<file path="src/rtl/alarm_cmd_ctrl.sv">
// Host command parser for the alarm clock: decodes 'l'/'a' + four BCD digits + CR,
// toggles alarm enable on '@', and echoes accepted bytes (or '?') to the UART.
module alarm_cmd_ctrl #(
  parameter int TIMEOUT_CYC = 12000000,
  parameter int CNT_W       = 24
) (
  input  logic       clk12m,
  input  logic       rst_n,
  input  logic [7:0] rx_data,
  input  logic       rx_data_rdy,
  input  logic       tx_busy,
  output logic [7:0] tx_data,
  output logic       tx_data_rdy,
  output logic       ld_time,
  output logic       ld_alarm,
  output logic [3:0] dig_mt,
  output logic [3:0] dig_mo,
  output logic [3:0] dig_st,
  output logic [3:0] dig_so,
  output logic       alarm_en,
  output logic       cmd_err,
  output logic       busy
);

  localparam logic [7:0]       CH_L    = 8'h6c;
  localparam logic [7:0]       CH_LU   = 8'h4c;
  localparam logic [7:0]       CH_A    = 8'h61;
  localparam logic [7:0]       CH_AU   = 8'h41;
  localparam logic [7:0]       CH_AT   = 8'h40;
  localparam logic [7:0]       CH_CR   = 8'h0d;
  localparam logic [7:0]       CH_QM   = 8'h3f;
  localparam logic [7:0]       CH_0    = 8'h30;
  localparam logic [7:0]       CH_5    = 8'h35;
  localparam logic [7:0]       CH_9    = 8'h39;
  localparam logic [CNT_W-1:0] TO_LAST = CNT_W'(TIMEOUT_CYC - 1);

  typedef enum logic [1:0] {
    ST_IDLE    = 2'd0,
    ST_GET_DIG = 2'd1,
    ST_WAIT_CR = 2'd2
  } state_t;

  state_t          state_q, state_d;
  logic            tgt_alarm_q, tgt_alarm_d;
  logic [1:0]      idx_q, idx_d;
  logic [3:0][3:0] shadow_q, shadow_d;
  logic [3:0][3:0] dig_q, dig_d;
  logic [CNT_W-1:0] cnt_q, cnt_d;
  logic [7:0]      buf_q, buf_d;
  logic            buf_vld_q, buf_vld_d;
  logic [7:0]      tx_data_q, tx_data_d;
  logic            tx_data_rdy_q, tx_data_rdy_d;
  logic            ld_time_q, ld_time_d;
  logic            ld_alarm_q, ld_alarm_d;
  logic            alarm_en_q, alarm_en_d;
  logic            cmd_err_q, cmd_err_d;
  logic            busy_q, busy_d;
  logic            echo_s, err_s, timeout_s, digit_ok_s;
  logic [7:0]      echo_byte_s;

  // Next-state logic for the parser, timeout counter and echo buffer
  always_comb begin
    state_d       = state_q;
    tgt_alarm_d   = tgt_alarm_q;
    idx_d         = idx_q;
    shadow_d      = shadow_q;
    dig_d         = dig_q;
    buf_d         = buf_q;
    buf_vld_d     = buf_vld_q;
    tx_data_d     = tx_data_q;
    tx_data_rdy_d = 1'b0;
    ld_time_d     = 1'b0;
    ld_alarm_d    = 1'b0;
    alarm_en_d    = alarm_en_q;
    cmd_err_d     = 1'b0;
    echo_s        = 1'b0;
    err_s         = 1'b0;
    echo_byte_s   = rx_data;
    // Even index = tens digit (0-5), odd index = ones digit (0-9)
    digit_ok_s    = (rx_data >= CH_0) && (rx_data <= (idx_q[0] ? CH_9 : CH_5));
    timeout_s     = (state_q != ST_IDLE) && !rx_data_rdy && (cnt_q == TO_LAST);

    case (state_q)
      ST_IDLE: begin
        if (!rx_data_rdy) begin
          state_d = ST_IDLE;
        end else if (rx_data == CH_L || rx_data == CH_LU) begin
          tgt_alarm_d = 1'b0;
          idx_d       = 2'd0;
          state_d     = ST_GET_DIG;
          echo_s      = 1'b1;
        end else if (rx_data == CH_A || rx_data == CH_AU) begin
          tgt_alarm_d = 1'b1;
          idx_d       = 2'd0;
          state_d     = ST_GET_DIG;
          echo_s      = 1'b1;
        end else if (rx_data == CH_AT) begin
          alarm_en_d = ~alarm_en_q;
          echo_s     = 1'b1;
        end else begin
          state_d = ST_IDLE;
        end
      end
      ST_GET_DIG: begin
        if (!rx_data_rdy) begin
          state_d = ST_GET_DIG;
        end else if (digit_ok_s) begin
          // ASCII '0'-'9' minus 8'h30 is just the low nibble
          shadow_d[idx_q] = rx_data[3:0];
          idx_d           = idx_q + 2'd1;
          echo_s          = 1'b1;
          if (idx_q == 2'd3) begin
            state_d = ST_WAIT_CR;
          end else begin
            state_d = ST_GET_DIG;
          end
        end else begin
          err_s = 1'b1;
        end
      end
      ST_WAIT_CR: begin
        if (!rx_data_rdy) begin
          state_d = ST_WAIT_CR;
        end else if (rx_data == CH_CR) begin
          dig_d      = shadow_q;
          ld_time_d  = ~tgt_alarm_q;
          ld_alarm_d = tgt_alarm_q;
          state_d    = ST_IDLE;
          echo_s     = 1'b1;
        end else begin
          err_s = 1'b1;
        end
      end
      default: begin
        state_d = ST_IDLE;
      end
    endcase

    if (err_s || timeout_s) begin
      cmd_err_d = 1'b1;
      state_d   = ST_IDLE;
      idx_d     = 2'd0;
      shadow_d  = '0;
    end else begin
      cmd_err_d = 1'b0;
    end

    if (err_s) begin
      echo_s      = 1'b1;
      echo_byte_s = CH_QM;
    end else begin
      echo_byte_s = rx_data;
    end

    if (rx_data_rdy || state_q == ST_IDLE || timeout_s) begin
      cnt_d = '0;
    end else begin
      cnt_d = cnt_q + CNT_W'(1);
    end

    // A full buffer drains first; any echo arriving meanwhile is dropped
    if (buf_vld_q) begin
      if (!tx_busy) begin
        tx_data_d     = buf_q;
        tx_data_rdy_d = 1'b1;
        buf_vld_d     = 1'b0;
      end else begin
        buf_vld_d = 1'b1;
      end
    end else if (echo_s) begin
      if (!tx_busy) begin
        tx_data_d     = echo_byte_s;
        tx_data_rdy_d = 1'b1;
      end else begin
        buf_d     = echo_byte_s;
        buf_vld_d = 1'b1;
      end
    end else begin
      buf_vld_d = 1'b0;
    end

    busy_d = (state_d != ST_IDLE);
  end

  // State and output registers
  always_ff @(posedge clk12m or negedge rst_n) begin
    if (!rst_n) begin
      state_q       <= ST_IDLE;
      tgt_alarm_q   <= 1'b0;
      idx_q         <= 2'd0;
      shadow_q      <= '0;
      dig_q         <= '0;
      cnt_q         <= '0;
      buf_q         <= 8'h00;
      buf_vld_q     <= 1'b0;
      tx_data_q     <= 8'h00;
      tx_data_rdy_q <= 1'b0;
      ld_time_q     <= 1'b0;
      ld_alarm_q    <= 1'b0;
      alarm_en_q    <= 1'b0;
      cmd_err_q     <= 1'b0;
      busy_q        <= 1'b0;
    end else begin
      state_q       <= state_d;
      tgt_alarm_q   <= tgt_alarm_d;
      idx_q         <= idx_d;
      shadow_q      <= shadow_d;
      dig_q         <= dig_d;
      cnt_q         <= cnt_d;
      buf_q         <= buf_d;
      buf_vld_q     <= buf_vld_d;
      tx_data_q     <= tx_data_d;
      tx_data_rdy_q <= tx_data_rdy_d;
      ld_time_q     <= ld_time_d;
      ld_alarm_q    <= ld_alarm_d;
      alarm_en_q    <= alarm_en_d;
      cmd_err_q     <= cmd_err_d;
      busy_q        <= busy_d;
    end
  end

  assign tx_data     = tx_data_q;
  assign tx_data_rdy = tx_data_rdy_q;
  assign ld_time     = ld_time_q;
  assign ld_alarm    = ld_alarm_q;
  assign dig_mt      = dig_q[0];
  assign dig_mo      = dig_q[1];
  assign dig_st      = dig_q[2];
  assign dig_so      = dig_q[3];
  assign alarm_en    = alarm_en_q;
  assign cmd_err     = cmd_err_q;
  assign busy        = busy_q;

endmodule
</file>
<file path="config.mk">
export PLATFORM = sky130hd
export DESIGN_NAME = alarm_cmd_ctrl
export DESIGN_NICKNAME = d
export VERILOG_FILES = /design/src/rtl/alarm_cmd_ctrl.sv
export SDC_FILE = /design/constraint.sdc
export NUM_CORES = 1
export LEC_CHECK = 0
export CAP_MARGIN = 20
export CORE_ASPECT_RATIO = 1.25
export CORE_UTILIZATION = 40
export DETAILED_ROUTE_END_ITERATION = 16
export PLACE_DENSITY = 0.64
export SLEW_MARGIN = 20
export SYNTH_ARGS = -nofsm -noshare
export SYNTH_HDL_FRONTEND = slang
export SYNTH_SLANG_ARGS = --single-unit
</file>
<file path="constraint.sdc">
create_clock -name clk12m -period 2.88 [get_ports clk12m]
set_input_delay 0.864 -clock clk12m [delete_from_list [all_inputs] [get_ports clk12m]]
set_output_delay 0.864 -clock clk12m [all_outputs]
set_load 0.01 [all_outputs]
</file>
==> impl_results.md, run 1 <==
* I/O pin count at 42
* TritonCTS buffer count at 9
* Hold buffers post-CTS at 0
* Max Cap Viol at 0
* Clock latency on the worst-skew pair at 340 ps
* Initial antenna violation count at 0
* Final wirelength at 9390 um
* Post-Synth Simple-Gate Area at 17.1%
* Sequential area share after synthesis at 49.6%
* Dpl ws at -412 ps
* DRC viols at 0
* Syn Area/Cell at 10.7 sq um
* Int Power at 2.03 mW
* Clock Power Share at 44.1%
* Max Freq at between 300 and 400 MHz
* CP Capture Type: flop
* Synth cell count leaders: dfrtp_1 (84), nor2_1 (62), inv_1 (24)
* # fillers at 895
* Final ANT Viol Nets at 0
* Mux cell area share after synthesis at 8.03%
* Final Hold Vio Count at 0
* Initial DRC Count at around 160
* RSZ-0062 raised after global routing: no
* Pre-antenna DRT Iters at 5
* Largest family of logic cells by synthesized area: simple AND/OR/NAND/NOR gates
* CP Data Arrival Time at between 3000 and 4000 ps
* Register area at between 2000 and 2500 sq um
* Sw Pwr at between 0.6 and 0.7 mW
* Sink Count at 84
* Grt ovf at 0
* Pin count of the biggest net entering global routing at 53
* Critical path startpoint category: primary input
* Most used DFF post-synth: dfrtp_1
* Fraction of layout cells with a size suffix above 1 at 18.4%
* Critical path fanouts, max at 7
* Clk slew on worst S/H paths at 60 ps
* Outcome: complete, no violations
* Post-DP Area at ~5000 sq um
* First-pass GRT wire length at between 15000 and 20000 um
* CTS tree: yes
* Vias per cell at 5.24
* Number of vias in the routed layout at 3151
* Number of global-route vias before repair at between 3000 and 4000
* EDFF count, synth at 0
* Final Skew at 6.50 ps
* Most common cell in the netlist: dfrtp_1
* Worst Hold Slack at 470 ps
* N_diodes at 0
* Fin cells at 601
* Final instance area at 5340 sq um
* Placed Cells at 582
* XOR/XNOR share of the synthesized area at 4.75%
* Share of total power in combinational logic at 10.0%
* Post-synth top area cell: dfrtp_1
* CTS Buffer Depth at 2
* Clock root cell: clkbuf_16
* WS Path Type: in -> reg
* H-tree depth at 3
* Cells after Synth at about 400
* Die extent in x at 94.1 um
* Rows at 41
* Routability cong. at 0.845
* Sequential power share at between 40% and 50%
* Net Sw Frac at 24.1%
* Port Buffer Count at 41
* Compound-Gate Fraction of Synth Area at 12.7%
* Layout Nets at 491
* Post-route minimum period at 2810 ps
* Share of the synthesized area in the top cell type at 49.6%
* P&R area growth vs syn at 26.0%
* Req. time, crit path at 3100 ps
* Yosys warnings at 0
* Final setup viols at 0
* Total GRT Usage at about 18%
* HP Class: in -> async
* Synth async-reset ratio at 100%
* Slack of the critical path at between 60 and 70 ps
* Netlist Area Pre-Place at 4240 sq um
* Initial core utilization at 41.5%
* Post-synthesis adder-cell area fraction at 3.54%
* Die ar. at 11000 sq um
* Dpl hpwl at around 6400 um
* Netlist cell types at between 50 and 60
* Routed len/inst at 15.6 um
* Top cells by area, synth: dfrtp_1 (50%), nor2_1 (5.5%), mux2_2 (4.2%)
* LEAKAGE at 2.45 nW
* Area of the multi-input gates at 1980 sq um
* Slew Limit Fails at 0
* Final period util at 97.6%
* Max IR drop VDD at 324 uV
* Total power at 2.67 mW
* Power Density at 500 nW/um^2
* Yosys reg bits at 84
* Placeable Area at about 10000 sq um
* Worst-Margin Slew at 585 ps
* Relative slew margins at about 60%
* Die Ht at 117 um
* Post-synthesis net count at 420
-- timing repair --
item,CTS,global route
pin swaps,1,9
cloned,0,1
resized for setup,0,8
endpoints found under the setup margin,6,46
setup buffers,1,1
endpoints found under the hold margin,0,0
-- registers in the layout, indices dropped and copies added, names as in the netlist, 4 cells and up --
register and flops:
dig_mt 4, buf_q 8, shadow_q 16, tx_data 8, dig_st 4, cnt_q 24
dig_so 4, dig_mo 4
-- path summary, 6_finish.rpt --
kind | startpoint | to | slack (ps) | cells after the start
worst max-delay path | rx_data[3] | tx_data[1] | 70 | 7
worst min-delay path | rst_n | cnt_q[9] | 470 | 1
worst max register to register | cnt_q[8] | state_q[1] | 260 | 6
worst min register to register | tgt_alarm_q | ld_time | 470 | 1
max in group asynchronous | rst_n | idx_q[1] | 1780 | 2
min in group clk12m | tgt_alarm_q | ld_time | 470 | 1
-- metal layers --
layer / global-route usage, % / wire (um) / up-vias
li1: - / - / 1542
met1: 23.2 / 4240 / 1551
met2: 30.2 / 4700 / 47
met3: 3.62 / 285 / 11
met4: 7.79 / 162 / 0
met5: 0 / 0 / -
-- worst max-delay path, cell delays in order --
cell and delay, ps:
clkdlybuf4s50_1 440, ha_1 340, a21oi_2 150, o2111a_2 300, a41oi_4 130, or4_4 560, o221a_1 240
-- power by group through the flow --
stage | clock (mW) | combinational (mW) | sequential, mW
after floorplan | 0 | 0.130 | 1.24
after global placement | 0 | 0.259 | 1.25
after detailed placement | 0 | 0.264 | 1.25
after CTS | 1.21 | 0.264 | 1.22
after global routing | 1.26 | 0.294 | 1.23
final | 1.18 | 0.268 | 1.22
-- kinds of logic after synthesis --
logic type / Yosys count
AO/OA/AOI/OAI: 63
XOR/XNOR: 23
adder cells (fa/ha/maj): 12
buffers and inverters: 41
flip-flops: 84
multiplexers: 32
AND/OR/NAND/NOR: 141
-- per-stage QoR --
stage | util, % | setup TNS [ps]
after floorplan | - | 0
after global placement | 48.8 | -12370
after detailed placement | 48.8 | -15080
after CTS | 51.9 | 0
after global routing | 52.3 | 0
final | 52.3 | 0
-- placed cells by master, fill, tap and decap left out, types with 3 or more instances in the layout --
cell	synthesis	final
inv_1	24	24
clkbuf_16	0	9
nor4_1	3	3
nand3_1	12	12
nor2_1	62	62
o21ai_0	8	8
nand4_1	9	9
o21a_1	7	7
xnor2_1	15	15
ha_1	12	12
nand2b_1	9	9
a31oi_1	4	4
mux2_2	16	16
o32a_2	6	6
nor3_1	8	8
nor2b_1	3	3
xor2_1	8	8
buf_4	1	34
o221a_1	6	6
nand2_1	13	13
dfrtp_1	84	84
and4_1	3	3
dlymetal6s2s_1	0	4
a21oi_1	11	10
clkdlybuf4s50_1	0	36
and3_1	3	3
mux2i_1	16	16
and2_1	4	4
-- area by class of cell --
class,count,area share (%)
flip-flops and latches,84,39.3
multi-input cells,272,37.1
repair buffers,76,13.0
clock buffers,10,4.47
well taps,129,3.02
inverters,24,1.69
clock inverters,6,1.33
Power figures use the tool's default switching activity.
==> run 2: changes to the inputs <==
--- a/config.mk
+++ b/config.mk
@@ -8,6 +8,7 @@
 export CAP_MARGIN = 20
 export CORE_ASPECT_RATIO = 1.25
 export CORE_UTILIZATION = 40
+export CTS_CLUSTER_DIAMETER = 50
 export DETAILED_ROUTE_END_ITERATION = 16
 export PLACE_DENSITY = 0.64
 export SLEW_MARGIN = 20
==> results of run 2 <==
Final layout, timing and power as in run 1 (identical DEF).
